### config.mk
export PLATFORM = sky130hd
export DESIGN_NAME = uart_fifo_tx
export DESIGN_NICKNAME = d
export VERILOG_FILES = /design/src/rtl/uart_fifo_tx.sv
export SDC_FILE = /design/constraint.sdc
export NUM_CORES = 1
export LEC_CHECK = 0
export ABC_AREA = 1
export CAP_MARGIN = 25
export CORE_UTILIZATION = 50
export CTS_CLUSTER_DIAMETER = 100
export DETAILED_ROUTE_END_ITERATION = 12
export GPL_ROUTABILITY_DRIVEN = 0
export PLACE_DENSITY_LB_ADDON = 0.15
export SLEW_MARGIN = 10
export SYNTH_ARGS = -nofsm -noshare
export SYNTH_HDL_FRONTEND = slang
export SYNTH_SLANG_ARGS = --single-unit
### constraint.sdc
create_clock -name r_clk -period 1.53 [get_ports r_clk]
set_input_delay 0.306 -clock r_clk [delete_from_list [all_inputs] [get_ports r_clk]]
set_output_delay 0.306 -clock r_clk [all_outputs]
set_load 0.03 [all_outputs]
### src/rtl/uart_fifo_tx.sv
// UART-style frame transmitter that drains the read port of an MFifo, one word per frame.
// state  | meaning
// IDLE   | waiting for a word; r_en = !empty
// FETCH  | r_data valid, load shift register, clear parity
// START  | start bit, tx low
// DATA   | P_WIDTH data bits, LSB first
// PARITY | optional parity bit
// STOP   | P_STOP_BITS stop bits, tx high
module uart_fifo_tx #(
    parameter int P_WIDTH        = 8,
    parameter int P_CLKS_PER_BIT = 16,
    parameter int P_PARITY       = 0,
    parameter int P_STOP_BITS    = 1
) (
    input  logic               r_clk,
    input  logic               rst,
    input  logic               empty,
    input  logic [P_WIDTH-1:0] r_data,
    output logic               r_en,
    output logic               tx,
    output logic               busy,
    output logic               done
);
    localparam int CW = $clog2(P_CLKS_PER_BIT);
    localparam int IW = $clog2(P_WIDTH + 1);
    localparam logic [CW-1:0] CNT_LAST  = CW'(P_CLKS_PER_BIT - 1);
    localparam logic [IW-1:0] IDX_LAST  = IW'(P_WIDTH - 1);
    localparam logic [IW-1:0] STOP_LAST = IW'(P_STOP_BITS - 1);

    typedef enum logic [2:0] {
        S_IDLE,
        S_FETCH,
        S_START,
        S_DATA,
        S_PARITY,
        S_STOP
    } state_t;

    state_t             state_q, state_d;
    logic [CW-1:0]      count_q, count_d;
    logic [IW-1:0]      idx_q, idx_d;
    logic [P_WIDTH-1:0] shift_q, shift_d;
    logic               par_q, par_d;
    logic               tx_d;
    logic               bit_end;

    assign bit_end = (count_q == CNT_LAST);

    always_ff @(posedge r_clk or posedge rst) begin
        if (rst) begin
            state_q <= S_IDLE;
            count_q <= '0;
            idx_q   <= '0;
            shift_q <= '0;
            par_q   <= 1'b0;
            tx      <= 1'b1;
            busy    <= 1'b0;
            done    <= 1'b0;
        end else begin
            state_q <= state_d;
            count_q <= count_d;
            idx_q   <= idx_d;
            shift_q <= shift_d;
            par_q   <= par_d;
            tx      <= tx_d;
            busy    <= (state_d != S_IDLE);
            done    <= (state_q == S_STOP) && (state_d == S_IDLE);
        end
    end

    // idx counts data bits in DATA and is reused to count stop bits in STOP
    always_comb begin
        state_d = state_q;
        shift_d = shift_q;
        par_d   = par_q;
        idx_d   = idx_q;
        case (state_q)
            S_IDLE: begin
                if (!empty) state_d = S_FETCH;
            end
            S_FETCH: begin
                shift_d = r_data;
                par_d   = 1'b0;
                idx_d   = '0;
                state_d = S_START;
            end
            S_START: begin
                if (bit_end) state_d = S_DATA;
            end
            S_DATA: begin
                if (bit_end) begin
                    shift_d = shift_q >> 1;
                    par_d   = par_q ^ shift_q[0];
                    idx_d   = idx_q + IW'(1);
                    if (idx_q == IDX_LAST) begin
                        idx_d   = '0;
                        state_d = (P_PARITY != 0) ? S_PARITY : S_STOP;
                    end
                end
            end
            S_PARITY: begin
                if (bit_end) state_d = S_STOP;
            end
            S_STOP: begin
                if (bit_end) begin
                    if (idx_q == STOP_LAST) state_d = S_IDLE;
                    else                    idx_d   = idx_q + IW'(1);
                end
            end
            default: state_d = S_IDLE;
        endcase

        if (state_q == S_IDLE || state_q == S_FETCH || state_d != state_q || bit_end)
            count_d = '0;
        else
            count_d = count_q + CW'(1);
    end

    // tx is driven from the next-state view so the registered line lines up with state entry
    always_comb begin
        r_en = (state_q == S_IDLE) && !empty;
        tx_d = 1'b1;
        case (state_d)
            S_START:  tx_d = 1'b0;
            S_DATA:   tx_d = shift_d[0];
            S_PARITY: tx_d = par_d ^ (P_PARITY == 2);
            default:  tx_d = 1'b1;
        endcase
    end
endmodule

-- Yosys cells after proc, flatten, opt, wreduce, memory -nomap -nowiden
Index checks and enable logic that the tools add are counted.
Widths: inputs -> output; s select.
- $add $sub $neg: 2
- equality and inequality tests: 14
- multiplexer cells: 19
- bitwise gates (word level): 1
- reductions and logical operators: 14
- operator list (cell ; number):
    $mux 3 ; 7
    $mux 4 ; 5
    $pmux 3 s6 ; 1
    $pmux 8 s2 ; 1
    $eq 3x2->1 const B ; 4
    $pmux 4 s3 ; 1
    $eq 3x3->1 const B ; 3
    $add 4x1->4 const B ; 2
    $mux 8 ; 1
    $logic_not 3->1 ; 2
    $ne 2x2->1 const B ; 3
    $reduce_bool 3->1 ; 2
    $eq 4x3->1 const B ; 1
    $eq 4x4->1 const B ; 1
    $logic_not 4->1 ; 1
    $reduce_and 4->1 ; 1
    $eq 3x1->1 const B ; 1
    $logic_or 1x1->1 ; 3
    $ne 3x3->1 ; 1
    $pmux 1 s3 ; 1
    $logic_and 1x1->1 ; 2
    $pmux 1 s2 ; 1
    $reduce_and 2->1 ; 1
    $reduce_bool 2->1 ; 1
    other kinds (3) ; 3
- register bits: 23
- input port bits: 11

-- Depth between registers and ports, before layout
Gate-level depths: netlist (run 1).
- depth in word-level cells: 8
- gate-level depth with buffers: 9
- gate-level depth less buffers: 9

-- Least setup slack after synthesis (run 1)
Ideal clock, no wire load.
- path kind: register -> register
- start point: reg count_q[0]
- end point: reg busy
- data arrival time: 1.244 ns
- required time: 1.406 ns
- slack: 0.161 ns
- cell stages (with the launch flop): 8
- buffers on the path: 0
- clock period less this slack: 1.369 ns
- path through: dfrtp_1 > ha_1 > nand3_4 > inv_1 > nand3b_1 > nand2_1 > nand3_2 > or2_1
- longest elaborated chain between the ends: 4
- elaborated cells between the ends (all ways): 7
- those cells by class: 1 x eq/ne; 5 x mux; 1 x reduce/logical
- RTL lines (element ; line ; source):
    start: declaration ; 40 ; logic [CW-1:0] count_q, count_d;
    start signal: assignment ; 61 ; count_q <= count_d;
    $eq 4x4->1 (*) ; 47 ; assign bit_end = (count_q == CNT_LAST);
    $mux 3, on equally long branches ; - ;
    $pmux 3 s6 (*) ; 77 ; case (state_q)
    $reduce_bool 3->1 (*) ; 66 ; busy <= (state_d != S_IDLE);
    end signal: assignment ; 66 ;
    end: declaration ; 21 ; output logic busy,
Every way passes the cells marked *; elsewhere a longest branch is shown, timed or not.
A chain may end at the register's enable or synchronous reset.

-- Worst setup path after layout (run 1)
- start point: reg state_q[2]
- end point: out r_en
- longest elaborated chain between the ends: 2
- RTL lines (element ; line ; source):
    start: declaration ; 39 ; state_t state_q, state_d;
    start signal: assignment ; 60 ; state_q <= state_d;
    $logic_not 3->1 ; 121 ; r_en = (state_q == S_IDLE) && !empty;
    $logic_and 1x1->1 ; 121 ;
    end: declaration ; 19 ; output logic r_en,
No other way between the ends.

==> results of run 1 <==
## power by group
part / internal, uW / switching, uW
Sequential: 620 / 6.38
Clock: 102 / 180
Combinational: 33.8 / 29.4
Total: 756 / 216
## kinds of logic (layout without fill, tap and decap cells)
| logic type | after synthesis | count (layout) | share of synthesized area [%] |
|---|---|---|---|
| DFF | 23 | 23 | 46.6 |
| AOI/OAI and AO/OA | 16 | 16 | 9.70 |
| and+or+nand+nor | 80 | 80 | 31.0 |
| adders and majority gates | 3 | 3 | 3.03 |
| xor gates and xnor gates | 3 | 3 | 2.12 |
| buffers and inverters | 21 | 50 | 7.58 |
## stage by stage
stage               setup slack [ps]  area, um^2  instances
floorplan                        161        1240        146
global placement                60.5        1420        190
detailed placement              13.2        1420        190
CTS                            0.644        1480        197
global route                   -49.6        1610        203
finish                          24.3        1610        203
## layer usage
metal  share of wire (%)  GRT usage, %  wire (um)
met1                  44          25.7       1210
met5                   0             0          0
met3                 2.6          4.09         71
met4                 1.4          9.91         38
met2                  52          40.3       1410
## synthesized netlist by cell type (2+ instances only)
cell type and number:
buf_6 2, nor2_1 27, nand3_2 3, o21a_1 2
nor2_2 2, nand2_1 26, xor2_1 2, ha_1 3
o21ai_0 2, nand2_2 5, nand3_1 10, nand3b_1 2
dfrtp_1 22, a22oi_1 2, o22ai_1 4, inv_2 2
inv_1 17
## critical path: stages (launching register included)
cell     delay, ps
dfrtp_1        410
buf_6          130
nor2_4          80
nand2_1         70
inv_1           70
buf_6          120
## how the worst min path moves through the flow
stage          slack (ps)  depth (start not counted)                   end            startpoint
5_1_grt               370                          3  count_q[2]$_DFF_PP0_                   rst
4_1_cts               340                          3        busy$_DFF_PP0_                   rst
2_1_floorplan         310                          1        busy$_DFF_PP0_                   rst
6_report              340                          3        busy$_DFF_PP0_                   rst
3_3_place_gp          440                          1  count_q[0]$_DFF_PP0_  count_q[0]$_DFF_PP0_
3_5_place_dp          460                          1  count_q[0]$_DFF_PP0_  count_q[0]$_DFF_PP0_
## what timing repair did
item	in CTS	in global routing
setup buffers	3	6
resized for setup	10	28
setup endpoints to repair	5	16
hold buffers	0	0
pin swaps	0	13
## state kept, by name, summed over array words and instances, names as in the netlist
| register | flops |
|---|---|
| shift_q | 8 |
| count_q | 4 |
| idx_q | 4 |
| state_q | 3 |
| busy | 1 |
| done | 1 |
| par_q | 1 |
| tx | 1 |
## layout make-up
cell class | count | area, um^2
Fill cell | 171 | 671
Multi-Input combinational cell | 102 | 649
Sequential cell | 23 | 579
Timing Repair Buffer | 27 | 239
Inverter | 19 | 76.3
Tap cell | 28 | 35.0
Clock buffer | 4 | 26.3
==> summary.txt, run 1 <==
Outcome
  – Status: finished, final reports clean

Drt
  – DR iter-0 viols: 26
  – Final antenna-violating net count: 0
  – DR vias: 1,076
  – Drt first pass iters: 4
  – Routed wire per std cell: 13.4 um
  – DRC Markers: 0
  – Vias per cell: 5.30
  – Final WL: 2730 um

Critical path
  – Worst Setup EP: r_en
  – Critical Path Sink Type: output port
  – R2R setup slack: 60 ps
  – Terminus of the critical flop-to-flop path: count_q[2]$_DFF_PP0_
  – Crit-path max FO: 4
  – Critical Path Start: state_q[2]$_DFF_PP0_
  – R2R depth: 8
  – Startpoint types: register
  – Critical Path AT: 1200 ps
  – Worst Setup Path Type: reg -> out
  – Reg2reg start: idx_q[0]$_DFFE_PP0P_
  – Required @ worst endpoint: 1220 ps

Timing
  – Final slew viol count: 0
  – Worst slew margin: 79.7%
  – Final hold vios: 0
  – Worst hold slack: 337 ps
  – Worst-margin pin slew: 305 ps
  – Final worst path period need: 1510 ps
  – Sum Neg Setup Slack: 0 ps
  – Period utilization: 98.4%
  – Final setup viols: 0
  – Worst Skew: 6.59 ps
  – Fmax: 0.664 GHz
  – RSZ-0062 raised after global routing: yes

Global route
  – Initial antenna violation count: 0
  – GRT overflow: 0
  – Vias in the first global route: 1,038
  – Largest net degree at the start of global routing: 24
  – Global-route wire length before repair: 4420 um
  – GRT Total Usage: 22.4%

CTS
  – H-Tree Depth: 1
  – Clk_lat worst skew: 310 ps
  – CTS tree: yes
  – Clk slew on worst S/H paths: 130 ps
  – CTS Buf Count: 3
  – Clock sinks: 23
  – Clk buf depth: 2
  – Root Buffer: clkbuf_4

Worst hold path
  – Hold WC Path Type: in -> async

Final layout
  – Antenna cells: 0
  – Post-Route Utilization: 70.5%
  – Share of layout cells above drive strength 1: 33.1%
  – Most frequent cells in the layout: nand2_1 (21), nor2_1 (21), dfrtp_1 (20)
  – Area growth, synth to finish: 29.6%
  – Number of nets in the layout: 190

Floorplan
  – Io pins: 15
  – Die X: 51.8 um
  – # rows: 17
  – Die footprint: 2680 um^2
  – Initial core utilization: 54.4%
  – Core area: 2280 um^2
  – Die height: 51.8 um

Yosys
  – Primary FF master, synth: dfrtp_1
  – Post-synth EDFFs: 0
  – Top cell type's share of synthesized area: 44.4%
  – Synth Warn #: 0
  – Syn nets: 160
  – Synthesized instance count: 146
  – Mean Syn Cell Area: 8.48 um^2
  – Register area share after synthesis: 46.6%
  – Yosys reg bits: 23
  – Top cells by area, synth: dfrtp_1 (44%), nor2_1 (8.2%), nand2_1 (7.9%)
  – Post-synthesis cell type count: 30
  – Mapped Area: 1240 um^2
  – Ys async rst share: 100%
  – Yosys top cell by area: dfrtp_1

Job
  – Max-cap violations: 0

Power
  – Pwr/cell area: 605 nW/um^2
  – Total power: 971 uW
  – Pleak: 0.000750 uW
  – VDD IR max: 516 uV

Place
  – Port-buffer cells: 14
  – DPL Wire Length: 1880 um
(Power assumes the default switching activity.)
==> inputs of run 2 (changes only) <==
clock period = 1.95 ns   (was 1.53 ns; I/O delays follow)
==> run 2 against run 1 <==
  * Final cell count down 5.9%
  * Global-route usage fell by 1.4 points
  * First-iteration DRC count grew 15%
  * Clock power shrank 21%
  * Critical path depth fell by 4
  * Non-clock buffer count fell by 12
  * Core utilization fell by 8.0 points
  * Via count is 7.4% lower
==> summary.txt, run 2 (synthesis gave the netlist of run 1 again) <==
Job
  – Max-cap violations: 0 (unchanged)

Floorplan
  – Die height: 51.8 um (unchanged)
  – # rows: 17 (unchanged)
  – Core area: 2280 um^2 (unchanged)
  – Die X: 51.8 um (unchanged)
  – Die footprint: 2680 um^2 (unchanged)
  – Initial core utilization: 54.4% (unchanged)
  – Io pins: 15 (unchanged)

CTS
  – Post_cts resized: 0 (-10)
  – Cts hold-fix bufs: 0 (unchanged)
  – Clk slew on worst S/H paths: 120 ps (about the same)
  – Clk_lat worst skew: 310 ps (about the same)
  – H-Tree Depth: 1 (unchanged)
  – Root Buffer: clkbuf_4
  – Clk buf depth: 2 (unchanged)
  – CTS tree: yes
  – Postcts setup bufs: 0 (-3)
  – Clock sinks: 23 (unchanged)
  – CTS Buf Count: 3 (unchanged)

Timing
  – Period utilization: 97.3%
  – Final worst path period need: 1900 ps
  – Final setup viols: 0 (unchanged)
  – Sum Neg Setup Slack: 0 ps (unchanged)
  – Fmax: 0.527 GHz
  – Final hold vios: 0 (unchanged)
  – RSZ-0062 raised after global routing: no
  – Worst Skew: 1.21 ps (-5.38 ps)
  – Worst-margin pin slew: 352 ps (+46.7 ps)
  – Final slew viol count: 0 (unchanged)
  – Worst slew margin: 76.5% (-3.2 points)

Critical path
  – R2R setup slack: 400 ps (+340 ps)
  – Crit-path max FO: 1 (-3)
  – Reg2reg start: idx_q[0]$_DFFE_PP0P_
  – Startpoint types: register
  – CP peak stage delay: 650 ps (+240 ps)
  – Worst Setup Path Type: reg -> out
  – Critical Path Sink Type: output port
  – Worst Path Buf+Inv: 1 (-2)
  – R2R depth: 7 (-1)
  – Slowest CP cell: clkdlybuf4s50_1
  – Required @ worst endpoint: 1560 ps (+340 ps)
  – Crit-path cells: clkdlybuf4s50_1
  – Terminus of the critical flop-to-flop path: busy$_DFF_PP0_
  – Crit-path leading delay family: buffers and inverters
  – Critical Path AT: 1510 ps (+310 ps)

Global route
  – Initial antenna violation count: 0 (unchanged)
  – Met1 Use GR: 26.8% (+1.1 points)
  – Global-route wire length before repair: 4100 um (-7.2%)
  – Largest net degree at the start of global routing: 15 (-38%)
  – Vias in the first global route: 950 (-8.5%)
  – Global route hottest layer: met2
  – GRT overflow: 0 (unchanged)
  – GRT Total Usage: 21.0% (-1.4 points)
  – Met2 GRT Util: 34.0% (-6.3 points)
  – Met3 usage: 2.63% (-1.5 points)

Drt
  – Routed wire per std cell: 12.0 um (-10%)
  – Drt first pass iters: 4 (unchanged)
  – Vias per cell: 5.21 (-1.6%)
  – DRC Markers: 0 (unchanged)
  – DR iter-0 viols: 30 (+15%)
  – DR vias: 996 (-7.4%)
  – Final WL: 2300 um (-16%)
  – Final antenna-violating net count: 0 (unchanged)

Power
  – Pwr/cell area: 537 nW/um^2 (-11%)
  – Cell internal pwr: 593 uW (-22%)
  – Clock share of power: 29.3% (+0.3 points)
  – Combinational power share: 6.3% (-0.2 points)
  – Sequential Power Share: 64.3% (-0.2 points)
  – Pleak: 0.000683 uW (-9.0%)
  – Switch share: 22.3% (+0.093 points)
  – VDD IR max: 527 uV (+2.1%)
  – Sw Pwr: 170 uW (-21%)

Outcome
  – Status: finished, final reports clean

Place
  – DPL Wire Length: 1770 um (-5.6%)
  – Port-buffer cells: 14 (unchanged)
  – Placed Area: 1400 um^2 (-1.6%)

Final layout
  – Area growth, synth to finish: 14.8%
  – Reg with most FFs: shift_q
  – Top Registers: shift_q (8), count_q (4), idx_q (4)
  – Number of nets in the layout: 178 (-6.3%)
  – Commonest non-fill, non-tap cell in the layout: nor2_1
  – Share of layout cells above drive strength 1: 13.5% (-20 points)
  – Layout fillers: 186 (+8.8%)
  – Antenna cells: 0 (unchanged)
  – Largest register FFs: 8 (unchanged)
  – Fin area: 1420 um^2 (-11%)
  – Most frequent cells in the layout: nor2_1 (27), nand2_1 (26), dfrtp_1 (22)

Worst hold path
  – Hold WC Path Type: in -> async
==> run 2: power by group through the flow <==
stage / sequential, uW / combinational (uW) / clock (uW)
2_1_floorplan: 501 / 17.6 / 0
3_3_place_gp: 500 / 47.5 / 0
3_5_place_dp: 500 / 48.8 / 0
4_1_cts: 491 / 49.3 / 230
5_1_grt: 493 / 53.8 / 247
6_report: 491 / 48.3 / 224
==> run 2: metrics by stage <==
stage	total power [uW]	utilization [%]	cells	hold slack (ps)	worst slack (ps)
finish	763	62.5	191	320	53.5
global route	794	62.5	191	347	23.3
CTS	771	62.5	191	328	44.1
detailed placement	549	61.4	187	451	352
global placement	547	61.4	187	444	385
floorplan	519	-	146	391	581
==> run 2: area by class of cell <==
cell class,count,area (um^2),area share [%]
inverter,19,71.3,5.01
sequential,23,577,40.5
tap,28,35.0,2.46
timing repair buffer,15,145,10.2
clock buffer,4,26.3,1.85
multi-input combinational,102,568,39.9
==> run 2: worst max-delay path by stage <==
stage                              start        endpoint  cells after the start
floorplan           count_q[0]$_DFF_PP0_  busy$_DFF_PP0_                      7
global placement                   empty  busy$_DFF_PP0_                      7
detailed placement                 empty  busy$_DFF_PP0_                      7
CTS                         tx$_DFF_PP1_              tx                      1
global route                tx$_DFF_PP1_              tx                      1
finish                      tx$_DFF_PP1_              tx                      1
==> run 2: routing by layer <==
metal	part of all wire (%)	routed length [um]
met1	47	1080
met2	47	1090
met3	3.5	81
met4	2.2	51
met5	0	0
